$ cat src/rtl/addr_router.sv
// Address router: decodes a single master request onto one of N_SLV slave
// channels, waits for the slave's ready (bounded), and returns a one-cycle
// ready pulse with read data or an error flag.
module addr_router #(
   parameter int unsigned ADDR_W  = 32,
   parameter int unsigned DATA_W  = 32,
   parameter int unsigned N_SLV   = 2,
   parameter int unsigned SLV_AW  = 10,
   parameter logic [N_SLV*ADDR_W-1:0] BASE = 64'h0000_0000_0000_FF00,
   parameter logic [N_SLV*ADDR_W-1:0] MASK = 64'hFFFF_FC00_FFFF_FF00,
   parameter int unsigned TIMEOUT = 15
) (
   input  logic                      clk,
   input  logic                      rst,
   input  logic [ADDR_W-1:0]         addr,
   input  logic [DATA_W-1:0]         wdata,
   input  logic                      read,
   input  logic                      write,
   output logic [DATA_W-1:0]         rdata,
   output logic                      ready,
   output logic                      err,
   output logic [ADDR_W-1:0]         err_addr,
   output logic [N_SLV*SLV_AW-1:0]   s_addr,
   output logic [N_SLV*DATA_W-1:0]   s_wdata,
   input  logic [N_SLV*DATA_W-1:0]   s_rdata,
   output logic [N_SLV-1:0]          s_read,
   output logic [N_SLV-1:0]          s_write,
   input  logic [N_SLV-1:0]          s_ready
);

   localparam int unsigned CH_W  = (N_SLV > 1) ? $clog2(N_SLV) : 1;
   localparam int unsigned CNT_W = (TIMEOUT > 0) ? $clog2(TIMEOUT + 1) : 1;

   typedef enum logic [1:0] {IDLE, ACCESS, RESP, RELEASE} state_t;

   state_t              state, state_nxt;
   logic                armed, armed_d;
   logic [CNT_W-1:0]    cnt, cnt_d;
   logic [ADDR_W-1:0]   lat_addr, lat_addr_d;
   logic [DATA_W-1:0]   lat_wdata, lat_wdata_d;
   logic                lat_wr, lat_wr_d;
   logic [CH_W-1:0]     lat_ch, lat_ch_d;
   logic [DATA_W-1:0]   rdata_d;
   logic                ready_d, err_d;
   logic [ADDR_W-1:0]   err_addr_d;
   logic [N_SLV*SLV_AW-1:0] s_addr_d;
   logic [N_SLV*DATA_W-1:0] s_wdata_d;
   logic [N_SLV-1:0]    s_read_d, s_write_d;

   logic                dec_hit_c;
   logic [CH_W-1:0]     dec_ch_c;
   logic                accept_c, sel_ready_c, cnt_last_c, quiet_c;
   logic [DATA_W-1:0]   sel_rdata_c;
   logic                str_en_c, str_wr_c;
   logic [CH_W-1:0]     str_ch_c;
   logic [ADDR_W-1:0]   str_addr_c;
   logic [DATA_W-1:0]   str_wdata_c;

   // Address decode: scan high to low so the lowest matching index wins
   always_comb begin
      dec_hit_c = 1'b0;
      dec_ch_c  = '0;
      for (int i = int'(N_SLV) - 1; i >= 0; i--) begin
         if ((addr & MASK[i*ADDR_W +: ADDR_W]) == BASE[i*ADDR_W +: ADDR_W]) begin
            dec_hit_c = 1'b1;
            dec_ch_c  = CH_W'(i);
         end
      end
   end

   assign accept_c    = (state == IDLE) && armed && (read || write);
   assign quiet_c     = !read && !write;
   assign sel_ready_c = s_ready[lat_ch];
   assign sel_rdata_c = s_rdata[lat_ch*DATA_W +: DATA_W];
   assign cnt_last_c  = (32'(cnt) + 32'd1) >= TIMEOUT;

   // State register
   always_ff @(posedge clk) begin
      if (rst) state <= IDLE;
      else     state <= state_nxt;
   end

   // Next-state logic
   always_comb begin
      state_nxt = state;
      case (state)
         IDLE:    if (accept_c) state_nxt = dec_hit_c ? ACCESS : RESP;
         ACCESS:  if (sel_ready_c || cnt_last_c) state_nxt = RESP;
         RESP:    state_nxt = RELEASE;
         RELEASE: state_nxt = IDLE;
         default: state_nxt = IDLE;
      endcase
   end

   // Output/datapath next values; strobes are driven only while heading into ACCESS
   always_comb begin
      armed_d     = armed;
      cnt_d       = cnt;
      lat_addr_d  = lat_addr;
      lat_wdata_d = lat_wdata;
      lat_wr_d    = lat_wr;
      lat_ch_d    = lat_ch;
      rdata_d     = rdata;
      ready_d     = 1'b0;
      err_d       = 1'b0;
      err_addr_d  = err_addr;
      str_en_c    = 1'b0;
      str_wr_c    = lat_wr;
      str_ch_c    = lat_ch;
      str_addr_c  = lat_addr;
      str_wdata_c = lat_wdata;
      case (state)
         IDLE: begin
            if (quiet_c) armed_d = 1'b1;
            if (accept_c) begin
               lat_addr_d  = addr;
               lat_wdata_d = wdata;
               lat_wr_d    = write;
               lat_ch_d    = dec_ch_c;
               cnt_d       = '0;
               if (dec_hit_c) begin
                  str_en_c    = 1'b1;
                  str_wr_c    = write;
                  str_ch_c    = dec_ch_c;
                  str_addr_c  = addr;
                  str_wdata_c = wdata;
               end else begin
                  ready_d    = 1'b1;
                  err_d      = 1'b1;
                  rdata_d    = '0;
                  err_addr_d = addr;
               end
            end
         end
         ACCESS: begin
            if (sel_ready_c) begin
               ready_d = 1'b1;
               rdata_d = lat_wr ? '0 : sel_rdata_c;
            end else if (cnt_last_c) begin
               ready_d    = 1'b1;
               err_d      = 1'b1;
               rdata_d    = '0;
               err_addr_d = lat_addr;
            end else begin
               cnt_d    = cnt + CNT_W'(1);
               str_en_c = 1'b1;
            end
         end
         RESP:    armed_d = 1'b0;
         RELEASE: if (quiet_c) armed_d = 1'b1;
         default: ;
      endcase

      s_read_d  = '0;
      s_write_d = '0;
      s_addr_d  = '0;
      s_wdata_d = '0;
      for (int i = 0; i < int'(N_SLV); i++) begin
         if (str_en_c && (str_ch_c == CH_W'(i))) begin
            s_read_d[i]                  = !str_wr_c;
            s_write_d[i]                 = str_wr_c;
            s_addr_d[i*SLV_AW +: SLV_AW] = str_addr_c[SLV_AW-1:0];
            s_wdata_d[i*DATA_W +: DATA_W] = str_wdata_c;
         end
      end
   end

   // Registered outputs and request latches
   always_ff @(posedge clk) begin
      if (rst) begin
         armed     <= 1'b1;
         cnt       <= '0;
         lat_addr  <= '0;
         lat_wdata <= '0;
         lat_wr    <= 1'b0;
         lat_ch    <= '0;
         rdata     <= '0;
         ready     <= 1'b0;
         err       <= 1'b0;
         err_addr  <= '0;
         s_read    <= '0;
         s_write   <= '0;
         s_addr    <= '0;
         s_wdata   <= '0;
      end else begin
         armed     <= armed_d;
         cnt       <= cnt_d;
         lat_addr  <= lat_addr_d;
         lat_wdata <= lat_wdata_d;
         lat_wr    <= lat_wr_d;
         lat_ch    <= lat_ch_d;
         rdata     <= rdata_d;
         ready     <= ready_d;
         err       <= err_d;
         err_addr  <= err_addr_d;
         s_read    <= s_read_d;
         s_write   <= s_write_d;
         s_addr    <= s_addr_d;
         s_wdata   <= s_wdata_d;
      end
   end

endmodule

$ cat config.mk
export PLATFORM = sky130hd
export DESIGN_NAME = addr_router
export DESIGN_NICKNAME = d
export VERILOG_FILES = /design/src/rtl/addr_router.sv
export SDC_FILE = /design/constraint.sdc
export NUM_CORES = 1
export LEC_CHECK = 0
export CORE_ASPECT_RATIO = 1.1
export CORE_MARGIN = 2
export CORE_UTILIZATION = 42
export DETAILED_ROUTE_END_ITERATION = 12
export PLACE_DENSITY = 0.86
export SYNTH_ARGS = -nofsm -noshare
export SYNTH_HDL_FRONTEND = slang
export SYNTH_SLANG_ARGS = --single-unit
$ cat constraint.sdc
create_clock -name clk -period 2.2 [get_ports clk]
set_clock_uncertainty 0.15 [all_clocks]
set_input_delay 0.44 -clock clk [delete_from_list [all_inputs] [get_ports clk]]
set_output_delay 0.44 -clock clk [all_outputs]
set_load 0.02 [all_outputs]
==> reports/metrics.csv, run 1 <==
stage,metric,value,unit
floorplan,rows,55,
detailed_routing,via_per_inst,5.244,
hold_path,hp-class,in2reg,
synth,synth_top_area_share,51.63,%
global_routing,grt-busiest-layer,met2,
sta,timing.final.crit_share,104.3,%
detailed_routing,wire_per_inst,17.78,um
floorplan,initial_core_util,42.78,%
synth,yosys.area.top_type,dfxtp_1,
power_and_ir_drop,max-vdd-ir-drop,0.7329,mV
finish,drive_gt1_share,19.04,%
synth,synthTopCellsByArea,"dfxtp_1 (52%), mux2i_1 (13%), nand2_1 (7.3%), a21oi_1 (6.0%), mux2_2 (4.2%)",
global_routing,grt_pass1_wl,40190,um
power_and_ir_drop,clockPowerShare,28.0,%
detailed_routing,first_iter_violations,304,
power_and_ir_drop,p_switching,0.004763,W
sta,max_freq,436.0,MHz
global_routing,grt_util_met3,3.959,%
synth,synth_warnings,0,
worst_setup_path,end_kind,register,
worst_setup_path,reg2reg_depth,8,
floorplan,num_io_pins,288,
power_and_ir_drop,powerDensity,1034,nW/um^2
synth,yosysSeqAreaShare,51.63,%
worst_setup_path,critPathArrivalTime,2580,ps
sta,maxSlewViolCount,0,
clocking,clock_latency,500,ps
sta,max_slew.worst_pin.slew,592.2,ps
worst_setup_path,rr_endpoint,s_wdata[47]$_SDFF_PP0_,
power_and_ir_drop,power_frac_comb,36.6,%
detailed_routing,antenna_left,0,
hold_path,holdPathStages,2,
placement,gp_congestion,0.8326,
synth,syn-instance-count,932,
global_routing,overflow,0,
synth,syn_area,8802,sq um
placement,dp.final_hpwl,17070,um
detailed_routing,firstDrtPassIters,5,
clocking,cts_sinks,227,
synth,synth_edf_count,0,
detailed_routing,drcViolationCount,0,
power_and_ir_drop,netSwitchingFraction,33.18,%
global_routing,antenna_found_initial,1,
global_routing,met1_usage,25.90,%
global_routing,grt_max_degree,134,
worst_setup_path,required,2480,ps
clocking,cts_tree,yes,
clocking,htree_levels,1,
synth,synth.distinct_cells,41,
worst_setup_path,path_class,reg2reg,
sta,relSlewSlack,60.52,%
synth,synth_async_sr_flop_share,0,%
finish,utilization,67.49,%
sta,timing.final.ws_setup,-93.79,ps
power_and_ir_drop,leakage,5.289,nW
sta,min_period,2294,ps
power_and_ir_drop,internal_power,0.009591,W
detailed_routing,vias,8013,
run_status,violations,setup timing,
clocking,clk_pin_slew,60,ps
placement,port-buffer-count,287,
floorplan,fp.dieH,155.8,um
synth,synth_ff_type,dfxtp_1,
detailed_routing,drt-total-wl,27170,um
finish,area_delta_synth_final,57.77,%
global_routing,grtUsageTotal,22.33,%
floorplan,dieArea,22130,sq um
floorplan,die_w,142.0,um
worst_setup_path,start_kind,register,
power_and_ir_drop,power_frac_seq,35.4,%
clocking,postCtsHoldBufs,0,
hold_path,holdCritStartpoint,rst,
synth,ys_ff_latch,227,
sta,hold_viol,0,
worst_setup_path,crit_path_max_fanout,11,
sta,finalSetupViolations,76,
flow_run,max_cap_viol_count,0,
floorplan,placeableCoreArea,20580,sq um
worst_setup_path,r2r_slack,-90,ps
global_routing,grt_pass1_vias,7942,
synth,syn_area_per_cell,9.444,sq um
finish,final_cell_mix,"clkdlybuf4s50_1 (262), dfxtp_1 (225), nand2_1 (172)",
global_routing,grt.met2_usage,40.81,%
clocking,cts-root-buf,clkbuf_16,
finish,nets,1396,
synth,synthesis.nets,1071,
run_status,status,"finished, violations left",
sta,final.setup.tns,-3614,ps
clocking,cts_buffer_depth,3,
finish,fillers,1488,
power_and_ir_drop,p_total,0.01435,W
sta,whs,92.16,ps
hold_path,hold_end,lat_wr$_SDFFE_PP0P_,
clocking,numCtsBuffers,23,
sta,grt_setup_unrepaired,true,
finish,final_common_cell,clkdlybuf4s50_1,
worst_setup_path,r2r_start,cnt[1]$_SDFFE_PP0P_,
[per-stage QoR]
| step | setup slack [ps] | std cells | cell area, sq um |
|---|---|---|---|
| after CTS | -86.73 | 1516 | 13320 |
| after global routing | -149.3 | 1528 | 13890 |
| after global placement | -721.2 | 1471 | 12370 |
| final | -93.79 | 1528 | 13890 |
| after detailed placement | -778.0 | 1471 | 12370 |
| after floorplan | -32.22 | 932 | 8919 |
[layout make-up]
type                            instances  area [sq um]  area share, %
Clock inverter                         10         133.9         0.9640
Antenna cell                            1         2.502        0.01802
Inverter                                5         18.77         0.1351
Tap cell                              256         320.3          2.307
Clock buffer                           29         648.1          4.667
Sequential cell                       227          4552          32.78
Multi-Input combinational cell        631          4369          31.46
Timing Repair Buffer                  369          3842          27.67
[worst max-delay path, cell delays in order (launching register included)]
cell	delay [ps]
dfxtp_4	360
ha_4	170
or2_4	260
a31oi_4	190
o21ai_2	100
o21ai_2	160
or3b_4	500
clkbuf_16	220
nor2_1	110
[cell usage after synthesis (2+ instances only)]
cell type	count
a21oi_1	106
clkbuf_1	47
nand4_1	3
a211o_1	2
o21ai_1	3
o21ai_0	3
nand2b_1	36
nor2_1	81
ha_1	5
mux2i_1	110
nand3_1	2
buf_4	3
nor2_4	10
nor3_1	3
a31oi_1	3
buf_2	7
inv_1	5
dfxtp_1	227
buf_1	6
buf_8	3
nor4_1	5
and2_1	2
buf_6	3
and3_1	3
nand3b_1	2
mux2_2	33
a211oi_1	34
nand2_1	172
[logic make-up (layout without fill, tap and decap cells)]
kind of cell | Yosys count | after routing | share of synthesized area (%)
adders and majority gates | 5 | 5 | 0.7107
and+or+nand+nor | 324 | 324 | 16.42
other | 0 | 1 | 0
buffers and inverters | 74 | 413 | 4.023
DFF | 227 | 227 | 51.63
muxes | 143 | 143 | 16.73
AOI/OAI and AO/OA | 159 | 159 | 10.49
[power by group through the flow]
stage / logic (W) / clock network (W) / registers, W
after floorplan: 0.00250 / 0 / 0.00534
after CTS: 0.00465 / 0.00409 / 0.00504
final: 0.00525 / 0.00403 / 0.00508
after detailed placement: 0.00448 / 0 / 0.00513
after global placement: 0.00439 / 0 / 0.00509
after global routing: 0.00565 / 0.00427 / 0.00514
[worst max-delay path by stage]
stage,startpoint,to,slack (ps),cells after the start
after floorplan,addr[18],s_wdata[49]$_SDFF_PP0_,-30,9
after global placement,addr[27],s_wdata[48]$_SDFF_PP0_,-720,8
after detailed placement,addr[26],s_addr[19]$_SDFF_PP0_,-780,8
after CTS,cnt[1]$_SDFFE_PP0P_,s_wdata[41]$_SDFF_PP0_,-90,9
after global routing,cnt[0]$_SDFFE_PP0P_,s_addr[13]$_SDFF_PP0_,-150,8
final,cnt[1]$_SDFFE_PP0P_,s_wdata[47]$_SDFF_PP0_,-90,8
[sequential cells by signal, indices dropped and copies added (netlist names)]
signal     count
lat_wr         1
rdata         32
armed          1
s_read         2
lat_wdata     32
err_addr      32
lat_ch         1
ready          1
s_wdata       64
err            1
s_write        2
lat_addr      32
cnt            4
s_addr        20
state          2
[what timing repair did]
item,CTS,global route
pin swaps,13,23
gates resized for setup,46,83
setup endpoints to repair,132,193
buffers inserted,3,4
cloned,3,9
[layer usage]
layer	wire length (um)	vias up	share of wire, %
met5	0	-	0
met4	1022	0	3.8
met3	1755	78	6.5
met2	14020	327	52
met1	10370	3800	38
li1	-	3808	-
Power figures use the tool's default switching activity.
==> run 2: changes to the inputs <==
--- a/config.mk
+++ b/config.mk
@@ -5,11 +5,12 @@
 export SDC_FILE = /design/constraint.sdc
 export NUM_CORES = 1
 export LEC_CHECK = 0
+export ABC_AREA = 1
 export CORE_ASPECT_RATIO = 1.1
 export CORE_MARGIN = 2
 export CORE_UTILIZATION = 42
 export DETAILED_ROUTE_END_ITERATION = 12
-export PLACE_DENSITY = 0.86
+export PLACE_DENSITY = 0.85
 export SYNTH_ARGS = -nofsm -noshare
 export SYNTH_HDL_FRONTEND = slang
 export SYNTH_SLANG_ARGS = --single-unit
==> run 2 against run 1 <==
Compared with the run above: the run now ends clean; synthesized area is 5.5% higher; register-to-register slack better by 190 ps; worst setup slack better by 180 ps; die area is 5.4% higher; via count is 15% higher; sequential power is 8.5% higher; first-iteration DRC count is 86% higher; clock power hardly changed; total power is 12% higher; sequential share of layout area is 0.47 points higher; utilization is 5.0 points lower; largest power group unchanged.
==> reports/metrics.csv, run 2 <==
stage,metric,value,unit,change
worst_setup_path,cp-endpoint,err_addr[10],,
flow_run,max_cap_viol_count,0,,unchanged
worst_setup_path,rr_endpoint,err_addr[16]$_SDFFE_PP0P_,,
floorplan,initial_core_util,42.43,%,-0.35 points
worst_setup_path,critical-path-slowest-cell,clkdlybuf4s50_1,,
worst_setup_path,end_kind,output port,,
floorplan,placeableCoreArea,21890,sq um,+6.4%
power_and_ir_drop,clockPowerShare,25.1,%,-2.9 points
detailed_routing,first_iter_violations,565,,+86%
synth,ys_ff_latch,227,,unchanged
floorplan,dieArea,23330,sq um,+5.4%
synth,yosysSeqAreaShare,48.92,%,-2.7 points
run_status,status,"finished, final reports clean",,
sta,max_slew.worst_pin.slew,408.6,ps,-183.6 ps
worst_setup_path,path_class,reg2out,,
floorplan,fp.dieH,160.0,um,+2.7%
floorplan,num_io_pins,288,,unchanged
placement,gp_congestion,0.8274,,-0.62%
worst_setup_path,critPathTopFamily,buffers and inverters,,
detailed_routing,drt-total-wl,27250,um,+0.31%
clocking,cts_buffer_depth,3,,unchanged
detailed_routing,vias,9247,,+15%
finish,nets,1753,,+26%
finish,largest_reg_flops,64,,unchanged
sta,relSlewSlack,72.47,%,+12 points
power_and_ir_drop,leakage,5.949,nW,+12%
synth,yosysMostFrequentCell,nand2_1,,
placement,dp.final_hpwl,19450,um,+14%
clocking,postCtsHoldBufs,0,,unchanged
sta,hold_viol,0,,unchanged
power_and_ir_drop,p_total,0.01614,W,+12%
clocking,cts_tree,yes,,
detailed_routing,wire_per_inst,14.14,um,-20%
clocking,clock_latency,510,ps,about the same
finish,drive_gt1_share,8.640,%,-10 points
sta,timing.final.crit_share,95.94,%,-8.3 points
power_and_ir_drop,max-vdd-ir-drop,0.7991,mV,+9.0%
synth,synth_edf_count,0,,unchanged
sta,timing.final.ws_setup,89.23,ps,+183.0 ps
power_and_ir_drop,netSwitchingFraction,36.88,%,+3.7 points
finish,antenna_cells,0,,-1
worst_setup_path,crit_chain,clkdlybuf4s50_1,,
sta,max_freq,473.8,MHz,+8.7%
power_and_ir_drop,power_frac_comb,40.7,%,+4.1 points
detailed_routing,via_per_inst,4.799,,-8.5%
synth,synthTopCellsByArea,"dfxtp_1 (49%), nand2_1 (14%), nor2_1 (10%), o21ai_0 (5.9%), inv_1 (4.4%)",,
power_and_ir_drop,p_switching,0.005953,W,+25%
synth,synth.distinct_cells,29,,-29%
power_and_ir_drop,internal_power,0.01019,W,+6.2%
power_and_ir_drop,power_frac_seq,34.2,%,-1.2 points
worst_setup_path,reg2reg_depth,11,,+3
synth,synth_top_area_share,48.92,%,-2.7 points
clocking,cts-root-buf,clkbuf_16,,
finish,final_cell_mix,"nand2_1 (356), clkdlybuf4s50_1 (287), nor2_1 (249)",,
synth,syn-instance-count,1317,,+41%
sta,maxSlewViolCount,0,,unchanged
finish,area_delta_synth_final,47.17,%,
finish,final_common_cell,nand2_1,,
worst_setup_path,r2r_start,state[1]$_SDFFE_PP0P_,,
floorplan,die_w,145.8,um,+2.7%
global_routing,grt_pass1_vias,8570,,+7.9%
synth,synth_async_sr_flop_share,0,%,unchanged
placement,port-buffer-count,287,,unchanged
worst_setup_path,r2r_slack,100,ps,+190 ps
hold_path,hp-class,reg2reg,,
global_routing,grt_max_degree,53,,-60%
clocking,clk_pin_slew,70,ps,about the same
worst_setup_path,max_stage_delay,630,ps,+130 ps
synth,synth_ff_type,dfxtp_1,,
clocking,numCtsBuffers,24,,+4.3%
worst_setup_path,path_depth,1,,-7
synth,yosys.area.top_type,dfxtp_1,,
worst_setup_path,critPathArrivalTime,1520,ps,-1060 ps
synth,synth_warnings,0,,unchanged
sta,finalSetupViolations,0,,-100%
worst_setup_path,required,1610,ps,-870 ps
worst_setup_path,crit_path_max_fanout,2,,-9
worst_setup_path,path_buf_inv,1,,unchanged
global_routing,antenna_found_initial,0,,-1
sta,min_period,2111,ps,-183.0 ps
detailed_routing,antenna_left,0,,unchanged
worst_setup_path,start_kind,register,,
placement,pre_cts_ws,-433.7,ps,+344.3 ps
synth,ys_top_cells_by_count,"nand2_1 (356), nor2_1 (253), dfxtp_1 (227)",,
global_routing,grtUsageTotal,22.18,%,-0.14 points
clocking,cts_sinks,227,,unchanged
floorplan,rows,57,,+3.6%
synth,syn_area_per_cell,7.054,sq um,-25%
global_routing,grt_pass1_wl,42980,um,+7.0%
finish,top_register,s_wdata,,
finish,fillers,1884,,+27%
power_and_ir_drop,powerDensity,1181,nW/um^2,+14%
detailed_routing,drcViolationCount,0,,unchanged
detailed_routing,firstDrtPassIters,5,,unchanged
worst_setup_path,startpoint,err_addr[10]$_SDFFE_PP0P_,,
synth,syn_area,9290,sq um,+5.5%
clocking,htree_levels,1,,unchanged
global_routing,overflow,0,,unchanged
synth,synthesis.nets,1456,,+36%
==> run 2: cell count changes in the layout (fill, tap and decap cells not counted), moves of 33 or more <==
cell	before	now
a21oi_1	105	71
inv_1	3	108
mux2_2	33	0
mux2i_1	93	0
nand2_1	172	356
nand2b_1	36	0
nor2_1	58	249
o21ai_0	3	109
==> run 2: per-stage QoR <==
step           util, %  hold WS (ps)  instances  area, sq um  setup TNS [ps]
2_1_floorplan        -         290.1       1317         9290               0
4_1_cts          62.21         316.6       1927        13620               0
3_5_place_dp     58.52         307.5       1883        12810          -53700
5_1_grt          62.44         350.9       1927        13670          -28.64
3_3_place_gp     58.52         296.1       1883        12810          -40720
6_report         62.44         315.2       1927        13670               0
==> run 2: logic make-up after synthesis <==
group / share of synthesized area (%)
buf+inv: 8.903
compound gates: 13.13
flops: 48.92
fa+ha+maj: 0.6734
simple gates: 28.38
==> run 2: routing by layer <==
layer	share of wire, %	up-vias	wire, um	global-route usage [%]
li1	-	4678	-	-
met1	39	4199	10650	27.04
met2	51	322	14000	40.12
met3	7.4	48	2015	4.000
met4	2.2	0	588	5.971
met5	0	-	0	0
==> run 2: final cells by class <==
class,instances,area [sq um],share of cell area [%]
well taps,295,369.1,2.700
clock buffers,31,698.2,5.107
inverters,117,440.4,3.221
multi-input cells,893,3969,29.03
clock inverters,13,108.9,0.7962
repair buffers,351,3541,25.90
flip-flops and latches,227,4546,33.25
==> run 2: worst min-delay path by stage <==
stage / depth (start not counted) / slack (ps) / startpoint / end
2_1_floorplan: 2 / 290 / armed$_SDFFE_PP1P_ / armed$_SDFFE_PP1P_
3_3_place_gp: 2 / 300 / armed$_SDFFE_PP1P_ / armed$_SDFFE_PP1P_
3_5_place_dp: 2 / 310 / armed$_SDFFE_PP1P_ / armed$_SDFFE_PP1P_
4_1_cts: 2 / 320 / armed$_SDFFE_PP1P_ / armed$_SDFFE_PP1P_
5_1_grt: 2 / 350 / lat_addr[3]$_SDFFE_PP0P_ / lat_addr[3]$_SDFFE_PP0P_
6_report: 2 / 320 / armed$_SDFFE_PP1P_ / armed$_SDFFE_PP1P_
==> run 2: power groups by stage <==
stage	sequential, W	combinational [W]	clock (W)
2_1_floorplan	0.00597	0.00364	0
3_3_place_gp	0.00554	0.00629	0
3_5_place_dp	0.00558	0.00647	0
4_1_cts	0.00551	0.00655	0.00412
5_1_grt	0.00561	0.00733	0.00430
6_report	0.00551	0.00657	0.00406
==> run 2: timing repair <==
item                                    CTS  global route
setup buffers                             0             0
endpoints found under the setup margin    0           122
resized for setup                         0            15
==> RTL edit: new RTL, flow settings as in run 1 <==
Reset style: asynchronous (`rst`), changed in 2 clocked blocks.
--- a/src/rtl/addr_router.sv
+++ b/src/rtl/addr_router.sv
@@ -77,3 +77,3 @@
    // State register
-   always_ff @(posedge clk) begin
+   always_ff @(posedge clk or posedge rst) begin
       if (rst) state <= IDLE;
@@ -168,3 +168,3 @@
    // Registered outputs and request latches
-   always_ff @(posedge clk) begin
+   always_ff @(posedge clk or posedge rst) begin
       if (rst) begin
Check against the original RTL: differs if rst is asserted again (counterexample within 4 cycles, from zero or initial values and one cycle with rst high); with rst held inactive, the same outputs for 4 cycles.
==> RTL edit against run 1 <==
- the run still ends with negative setup slack left
- fmax down 0.86%
- non-clock buffer count up 6
- sequential power up 29%
- area after synthesis up 6.0%
- power up 31%
- wire length up 4.7%
- count of clock-buffer cells in the layout down 1
- sequential cell count unchanged
- setup slack worse by 20 ps
- hold slack better by 49 ps
- clock power up 5.2%
- design area up 9.9%
- critical path type unchanged
==> RTL edit: results (changes against run 1) <==
metric,value,unit,change
status,finished with violations,,
failing checks,negative setup slack,,
most frequently used flop master after synthesis,sky130_fd_sc_hd__dfrtp_1,,
worst vdd rail ir drop,0.000820,V,+12%
layout net count,1182,,-15%
final worst hold slack,141,ps,+48.7 ps
"crit path setup slack, layout",-114,ps,-19.8 ps
number of global-route vias before repair,7402,,-6.8%
critical path data arrival time,2610,ps,+30 ps
iteration-0 DRC count of the detailed router,251,,-17%
Max-slew headroom,64.0,%,+3.5 points
initial antenna violation count,0,,-1
stage delay of the slowest cell on the critical path,460,ps,-40 ps
Static Leakage,6.48,nW,+22%
largest net degree at the start of global routing,97,,-28%
final WL,28.5,mm,+4.7%
most frequent cells after synthesis,"226 x sky130_fd_sc_hd__dfrtp_1, 113 x sky130_fd_sc_hd__mux2_2, 93 x sky130_fd_sc_hd__nor2_1",,
number of setup violations in the final report,84,,+11%
total nets after synthesis,823,,-23%
first-pass GRT wire length,40.3,mm,+0.28%
top post-synthesis cells by area,"sky130_fd_sc_hd__dfrtp_1 61%, sky130_fd_sc_hd__mux2_2 14%, sky130_fd_sc_hd__mux2i_1 8.0%",,
HPWL after DPL,17.4,mm,+2.2%
number of library cell types mapped by synthesis,45,,+9.8%
layout cells sized above 1,38.6,%,+20 points
"FFs w/ async S/R, synth",100,%,+100 points
per-cell via count in the routed design,5.21,,-0.66%
FILL cells,1454,,-2.3%
count of warnings emitted by yosys,0,,unchanged
synthesized-area fraction occupied by adder cells,0.670,%,-0.040 points
Synth Area in Compound Gates,5.03,%,-5.5 points
Crit Reg-Reg Startpoint,cnt[1]$_DFFE_PP0P_,,
global-route usage over all layers,21.3,%,-1.0 points
beginning of the worst hold path,addr[15],,
Worst R2R End,s_wdata[15]$_DFF_PP0_,,
mux cell area share after synthesis,24.2,%,+7.5 points
Critical Path Slowest Stage Cell,sky130_fd_sc_hd__dfrtp_2,,
fraction of the yosys area taken by sequential cells,60.9,%,+9.2 points
path depth of the worst reg2reg path,9,,+1
first drt pass iteration count,4,,-1
Final Wtd Congestion,0.788,,-5.4%
critical path peak fanout,8,,-3
xor and xnor fraction of the mapped netlist area,0.0938,%,+0.094 points
RTL edit: changes by cell type after synthesis, sizes merged, moves of 10 or more:
cell / run 1 / this run
nand2: 172 / 14
buf: 22 / 32
a211oi: 34 / 0
clkbuf: 47 / 10
mux2i: 110 / 76
a21oi: 106 / 5
o2bb2ai: 1 / 33
dfxtp: 227 / 0
dfrtp: 0 / 226
mux2: 33 / 132
nand2b: 36 / 1
RTL edit: power by group:
part,internal [mW],switching (mW),leakage [nW],total [mW]
logic,4.23,3.72,3.13,7.95
clock network,2.56,1.68,0.408,4.24
registers,5.58,0.965,2.94,6.54
total,12.4,6.36,6.48,18.7
RTL edit: worst max-delay path by stage:
stage / startpoint / end / slack, ps / cells after the start
6_report: cnt[1]$_DFFE_PP0P_ / s_wdata[15]$_DFF_PP0_ / -110 / 9
3_3_place_gp: addr[28] / s_write[1]$_DFF_PP0_ / -720 / 8
4_1_cts: cnt[0]$_DFFE_PP0P_ / err_addr[12]$_DFFE_PP0P_ / -50 / 10
2_1_floorplan: rst / cnt[0]$_DFFE_PP0P_ / -1360 / 1
3_5_place_dp: addr[28] / err_addr[5]$_DFFE_PP0P_ / -770 / 8
5_1_grt: cnt[1]$_DFFE_PP0P_ / s_addr[7]$_DFF_PP0_ / -160 / 9
RTL edit: layout make-up:
class                           instances  area, sq um  area share, %
Clock inverter                         16          206           1.35
Tap cell                              295          369           2.42
Timing Repair Buffer                  375         3920           25.7
Clock buffer                           28          636           4.17
Multi-Input combinational cell        410         4420           29.0
Sequential cell                       227         5690           37.3
Inverter                                5         22.5          0.148
RTL edit: cell families (layout without fill, tap and decap cells):
logic type	Yosys count	after routing
DFF	227	227
muxes	208	208
and+or+nand+nor	136	136
AOI/OAI and AO/OA	60	60
buffers and inverters	47	424
adders and majority gates	5	5
xor gates and xnor gates	1	1
RTL edit: through the flow:
stage	utilization [%]	setup TNS (ps)	setup slack [ps]	std cells
CTS	64.3	-904	-50.2	1343
global route	69.5	-11230	-159	1356
finish	69.5	-3980	-114	1356
detailed placement	59.4	-124810	-773	1294
global placement	59.4	-114980	-719	1294
floorplan	-	-306860	-1360	684
RTL edit: timing repair:
item,in CTS,in global routing
resized for setup,52,207
setup buffers,3,4
endpoints found under the setup margin,153,213
pin swaps,14,34
gates cloned,2,9
RTL edit: per-layer routing:
metal | global-route usage (%) | wire length, microns
met1 | 25.5 | 10900
met2 | 38.9 | 15100
met3 | 4.26 | 1590
met4 | 6.40 | 891
met5 | 0 | 0
RTL edit: critical path: cells and delay by family, from the launching register on:
kind | cells | cell delay, ps
compound gates | 1 | 430
fa+ha+maj | 1 | 200
buf+inv | 2 | 330
flops | 1 | 460
mux | 1 | 290
simple gates | 4 | 400
